`config.mk`:
```
export PLATFORM = sky130hd
export DESIGN_NAME = serial_out_sequencer
export DESIGN_NICKNAME = d
export VERILOG_FILES = /design/src/rtl/serial_out_sequencer.sv
export SDC_FILE = /design/constraint.sdc
export NUM_CORES = 1
export LEC_CHECK = 0
export ABC_AREA = 0
export ABC_CLOCK_PERIOD_IN_PS = 6400
export CORE_MARGIN = 1.5
export CORE_UTILIZATION = 45
export DETAILED_ROUTE_END_ITERATION = 10
export PLACE_DENSITY_LB_ADDON = 0.05
export SLEW_MARGIN = 20
export SYNTH_ARGS = -nofsm -noshare
export SYNTH_HDL_FRONTEND = slang
export SYNTH_SLANG_ARGS = --single-unit
```
`constraint.sdc`:
```
create_clock -name clk -period 6.4 [get_ports clk]
set_input_delay 1.6 -clock clk [delete_from_list [all_inputs] [get_ports clk]]
set_output_delay 1.6 -clock clk [all_outputs]
set_load 0.005 [all_outputs]
```
`src/rtl/serial_out_sequencer.sv`:
```
`default_nettype none
// ============================================================================
// Module   : serial_out_sequencer
// Purpose  : Upstream feeder for diff_freq_serial_out. Queues {freq_sel, data}
//            frames from a host in a small FIFO and issues them one at a time:
//            drives data/frequency select, pulses start, waits for the
//            serializer's done tick, then holds an optional idle gap.
//            Supports abort (flush + stop) and status/overflow reporting.
// Ports    : clk, rst         - clock, synchronous active-high reset
//            i_wr_en/freq/data - host frame push
//            i_abort           - flush FIFO, stop serializer, back to idle
//            i_done_tick       - serializer frame-complete tick
//            o_sel_freq/o_data/o_start/o_stop - serializer control
//            o_busy/o_full/o_empty/o_count/o_overflow - status
// Revision : 1.0 - initial release
// ============================================================================
module serial_out_sequencer #(
    parameter int DATA_BIT   = 16,
    parameter int DEPTH      = 8,
    parameter int GAP_CYCLES = 100
) (
    input  logic                         clk,
    input  logic                         rst,
    input  logic                         i_wr_en,
    input  logic                         i_wr_freq,
    input  logic [DATA_BIT-1:0]          i_wr_data,
    input  logic                         i_abort,
    input  logic                         i_done_tick,
    output logic                         o_sel_freq,
    output logic [DATA_BIT-1:0]          o_data,
    output logic                         o_start,
    output logic                         o_stop,
    output logic                         o_busy,
    output logic                         o_full,
    output logic                         o_empty,
    output logic [$clog2(DEPTH):0]       o_count,
    output logic                         o_overflow
);

    localparam int ADDR_W = $clog2(DEPTH);

    localparam logic [ADDR_W:0] c_depth   = (ADDR_W+1)'(DEPTH);
    localparam logic [ADDR_W:0] c_cnt_one = (ADDR_W+1)'(1);
    localparam logic [ADDR_W-1:0] c_ptr_one = ADDR_W'(1);
    localparam logic            c_has_gap = (GAP_CYCLES > 0);
    localparam logic [15:0]     c_gap_last = (GAP_CYCLES > 0) ? 16'(GAP_CYCLES - 1) : 16'd0;

    localparam logic [2:0] c_st_idle  = 3'd0;
    localparam logic [2:0] c_st_load  = 3'd1;
    localparam logic [2:0] c_st_start = 3'd2;
    localparam logic [2:0] c_st_wait  = 3'd3;
    localparam logic [2:0] c_st_gap   = 3'd4;

    // Each entry stores {freq_sel, data}.
    logic [DATA_BIT:0]   r_mem [DEPTH];
    logic [ADDR_W-1:0]   r_wr_ptr;
    logic [ADDR_W-1:0]   r_rd_ptr;
    logic [ADDR_W:0]     r_count;
    logic                r_overflow;

    logic [2:0]          r_state;
    logic [15:0]         r_gap_cnt;
    logic [DATA_BIT-1:0] r_data;
    logic                r_sel_freq;
    logic                r_stop;

    logic                w_room;
    logic                w_push;
    logic                w_pop;

    // Room is judged on the registered count only: a pop in the same cycle
    // never makes space for a write to a full FIFO.
    assign w_room = (r_count < c_depth);
    assign w_push = i_wr_en && w_room && !i_abort;
    assign w_pop  = (r_state == c_st_load) && !i_abort;

    // Storage array carries no reset; only valid entries are ever read.
    always_ff @(posedge clk) begin
        if (w_push) begin
            r_mem[r_wr_ptr] <= {i_wr_freq, i_wr_data};
        end
    end

    always_ff @(posedge clk) begin
        if (rst) begin
            r_wr_ptr   <= '0;
            r_rd_ptr   <= '0;
            r_count    <= '0;
            r_overflow <= 1'b0;
        end else if (i_abort) begin
            // Flush; a same-cycle write is silently discarded.
            r_wr_ptr   <= '0;
            r_rd_ptr   <= '0;
            r_count    <= '0;
            r_overflow <= 1'b0;
        end else begin
            r_overflow <= i_wr_en && !w_room;
            if (w_push) begin
                r_wr_ptr <= r_wr_ptr + c_ptr_one;
            end
            if (w_pop) begin
                r_rd_ptr <= r_rd_ptr + c_ptr_one;
            end
            case ({w_push, w_pop})
                2'b10:   r_count <= r_count + c_cnt_one;
                2'b01:   r_count <= r_count - c_cnt_one;
                default: r_count <= r_count;
            endcase
        end
    end

    always_ff @(posedge clk) begin
        if (rst) begin
            r_state    <= c_st_idle;
            r_gap_cnt  <= 16'd0;
            r_data     <= '0;
            r_sel_freq <= 1'b0;
            r_stop     <= 1'b0;
        end else if (i_abort) begin
            // Only a frame that has been started needs the serializer stopped.
            r_stop    <= (r_state == c_st_start) || (r_state == c_st_wait);
            r_state   <= c_st_idle;
            r_gap_cnt <= 16'd0;
        end else begin
            r_stop <= 1'b0;
            case (r_state)
                c_st_idle: begin
                    if (r_count != '0) begin
                        r_state <= c_st_load;
                    end
                end
                c_st_load: begin
                    {r_sel_freq, r_data} <= r_mem[r_rd_ptr];
                    r_state <= c_st_start;
                end
                c_st_start: begin
                    r_state <= c_st_wait;
                end
                c_st_wait: begin
                    if (i_done_tick) begin
                        r_gap_cnt <= 16'd0;
                        r_state   <= c_has_gap ? c_st_gap : c_st_idle;
                    end
                end
                c_st_gap: begin
                    if (r_gap_cnt == c_gap_last) begin
                        r_gap_cnt <= 16'd0;
                        r_state   <= c_st_idle;
                    end else begin
                        r_gap_cnt <= r_gap_cnt + 16'd1;
                    end
                end
                default: begin
                    r_state <= c_st_idle;
                end
            endcase
        end
    end

    assign o_sel_freq = r_sel_freq;
    assign o_data     = r_data;
    assign o_start    = (r_state == c_st_start);
    assign o_stop     = r_stop;
    assign o_busy     = (r_state != c_st_idle);
    assign o_full     = (r_count == c_depth);
    assign o_empty    = (r_count == '0);
    assign o_count    = r_count;
    assign o_overflow = r_overflow;

endmodule
`default_nettype wire

```
==> results.py <==
metrics = {
    "route": {
        "wl_per_cell_um": 19.38,
        "dr_wl_met2_um": 7108,
        "via_per_inst": 5.543,
        "top_layer": "met4",
        "met1_length_um": 6580,
        "dr_wl_met3_um": 398,
        "vias": 4113,
        "routed_wl_um": 14380,
        "dr.pass1.iters": 4,
        "final_antenna_net_count": 0,
        "drc": 0,
        "drt_iter0_markers": 233,
    },
    "floorplan": {
        "dieHeight_um": 130.9,
        "num_rows": 46,
        "io_pins": 49,
        "dieArea_um2": 17140,
        "initial_core_util_pct": 46.18,
        "core_area_um2": 15940,
        "die_w_um": 130.9,
    },
    "clocking": {
        "tritoncts": "built",
        "clock_latency_ns": 0.43,
        "numCtsBuffers": 17,
        "clock-root-buffer": "clkbuf_16",
        "clk_pin_slew_ns": 0.07,
        "cts_max_path_buffers": 2,
        "ctsResizeCount": 0,
        "cts_setup_buffers": 0,
        "h-tree-depth": 4,
        "cts_sinks": 184,
        "ctsHoldBuffers": 0,
    },
    "worst_setup_path": {
        "startpoint": "rst",
        "r2r-start": "r_state[0]",
        "worstPathRequired_ns": 6.75,
        "r2r-end": "o_count[2]",
        "end_kind": "flop",
        "critical_path_arrival_ns": 4.19,
        "path_max_fanout": 20,
        "crit_type": "input pin to flop",
        "ff2ff_path_depth": 9,
        "worstSetupEndpoint": "r_gap_cnt[4]",
        "crit_path_start_kind": "input pin",
        "r2r_slack_ns": 3.87,
    },
    "synth": {
        "synth_ff_type": "edfxtp_1",
        "synth.largest_area_cell": "edfxtp_1",
        "netlist_area_um2": 7362,
        "synth_seq_area_share_pct": 68.52,
        "ys_warn_count": 0,
        "synth-seq-cells": 184,
        "syn_nets": 491,
        "syn_avg_cell_area_um2": 15.90,
        "synth_top_area_share_pct": 55.47,
        "synth_edf_count": 136,
        "synth_cells": 463,
        "synthArstFlopShare_pct": 0,
        "yosysUniqueCellTypes": 51,
        "synth.area.top_cells": "edfxtp_1 (55%), dfxtp_1 (13%), mux4_2 (10%), mux2i_1 (2.6%), nor2_1 (1.9%)",
    },
    "power_and_ir_drop": {
        "p_leak_nw": 2.652,
        "power.total_mw": 2.439,
        "ir_drop_uv": 193.1,
        "p_per_area_nw_per_um2": 280.5,
    },
    "min_path": {
        "hold_path.class": "flop to flop",
        "hold_depth": 2,
    },
    "timing": {
        "setup_viol": 0,
        "tightestPinTransition_ns": 0.9604,
        "fmax_mhz": 260.7,
        "report.final.slew_viol_count": 0,
        "fin_skew_ns": 0.007961,
        "fin_crit_ns": 3.836,
        "grt_setup_unrepaired": "false",
        "tns_ns": 0,
        "maxSlewHeadroom_pct": 35.77,
        "period_share_pct": 59.94,
        "finalHoldViolCount": 0,
    },
    "placed_design": {
        "dp_hpwl_um": 8321,
        "gp_congestion": 0.8290,
        "port_buffers": 48,
    },
    "cells_and_area": {
        "diodes": 0,
        "syn_to_final_growth_pct": 18.12,
        "fillerInstances": 1282,
        "multi_input_area_um2": 2167,
        "nets": 541,
        "drive_gt1_share_pct": 16.35,
        "seqCellArea_um2": 5046,
    },
    "global_route": {
        "grt_pass1_vias": 4109,
        "grt_start_max_net_pins": 38,
        "grt_pass1_wl_um": 22640,
        "grt.overflow.total": 0,
        "track_usage_pct": 18.37,
        "grt_antenna_before_repair": 0,
    },
    "job": {
        "drv_cap": 0,
    },
    "status": {
        "status": "finished, final reports clean",
    },
}
==> cells in the mapped netlist (2+ instances only) <==
cell type and instances:
buf_1 5, a211oi_1 18, a31oi_1 11, mux2i_1 19
a21oi_1 13, xor2_1 7, nand2_1 17, nand3b_1 2
or4b_1 2, buf_2 8, mux4_2 34, inv_1 6
and4b_1 2, nand4b_1 3, o21ai_0 8, clkbuf_1 9
ha_1 6, nand4_1 7, buf_4 5, nor4_1 6
dfxtp_1 48, or3_1 2, o2111ai_1 2, and3_1 2
nor3b_1 2, edfxtp_1 136, nor2_1 38, nor4b_1 3
nand2b_1 3, nor3_1 5, xnor2_1 4, o22ai_1 2
nand3_1 9, a2111oi_2 2
==> critical path: stages <==
cell and delay, ns:
clkdlybuf4s50_1 0.90, or2_2 0.71, nor2_2 0.52, nand2_1 0.24, o21ai_0 0.22
==> through the flow <==
step	std cells	hold slack [ns]	setup slack [ns]	cell area, µm²	util, %
2_1_floorplan	463	0.4513	2.611	7362	-
3_3_place_gp	710	0.4737	2.168	8077	50.66
3_5_place_dp	710	0.4912	2.109	8077	50.66
4_1_cts	742	0.4985	2.556	8696	54.54
5_1_grt	742	0.5177	2.325	8696	54.54
6_report	742	0.4998	2.564	8696	54.54
==> sequential cells by signal, indices dropped and copies added (netlist names) <==
signal      count
o_count         4
o_sel_freq      1
o_data         16
r_mem         136
r_gap_cnt      16
o_overflow      1
o_stop          1
r_wr_ptr        3
r_state         3
r_rd_ptr        3
==> power by group <==
part | leakage, nW | internal (mW) | switching, mW
registers | 1.62 | 1.29 | 0.00394
clock network | 0.290 | 0.625 | 0.460
logic | 0.746 | 0.0291 | 0.0336
total | 2.65 | 1.94 | 0.498
==> worst min path at each step <==
stage	from	slack, ns	endpoint
2_1_floorplan	r_gap_cnt[12]	0.45	r_gap_cnt[12]
3_3_place_gp	r_gap_cnt[15]	0.47	r_gap_cnt[15]
3_5_place_dp	r_gap_cnt[10]	0.49	r_gap_cnt[10]
4_1_cts	r_wr_ptr[0]	0.50	r_wr_ptr[0]
5_1_grt	r_gap_cnt[15]	0.52	r_gap_cnt[15]
6_report	r_wr_ptr[0]	0.50	r_wr_ptr[0]
==> cell usage in the layout, fill, tap and decap left out, types with 7 or more instances in the layout <==
master           instances
xor2_1                   7
clkdlybuf4s50_1         48
o21ai_0                  8
a21oi_1                 13
mux2i_1                 19
nand2_1                 17
buf_4                   12
nand3_1                  9
clkbuf_16               17
dfxtp_1                 47
mux4_2                  34
nand4_1                  7
a31oi_1                 11
a211oi_1                18
edfxtp_1               136
nor2_1                  38
==> final cells by class <==
class	instances	share of cell area, %
Inverter	6	0.2590
Tap cell	216	3.108
Multi-Input combinational cell	244	24.92
Clock inverter	14	2.187
Sequential cell	184	58.03
Timing Repair Buffer	60	6.561
Clock buffer	18	4.935
==> routing by layer <==
layer	global-route usage [%]	vias up
li1	-	1935
met1	24.09	2084
met2	29.85	70
met3	3.868	24
met4	8.016	0
met5	0	-
==> logic make-up after synthesis <==
kind of cell,after synthesis,share of synthesized area (%)
AOI/OAI and AO/OA,61,5.558
xor gates and xnor gates,11,1.309
adders and majority gates,6,1.020
buffers and inverters,35,2.294
DFF,184,68.52
muxes,53,12.98
and+or+nand+nor,113,8.311
Note: power is estimated with default switching activity, not from simulation.
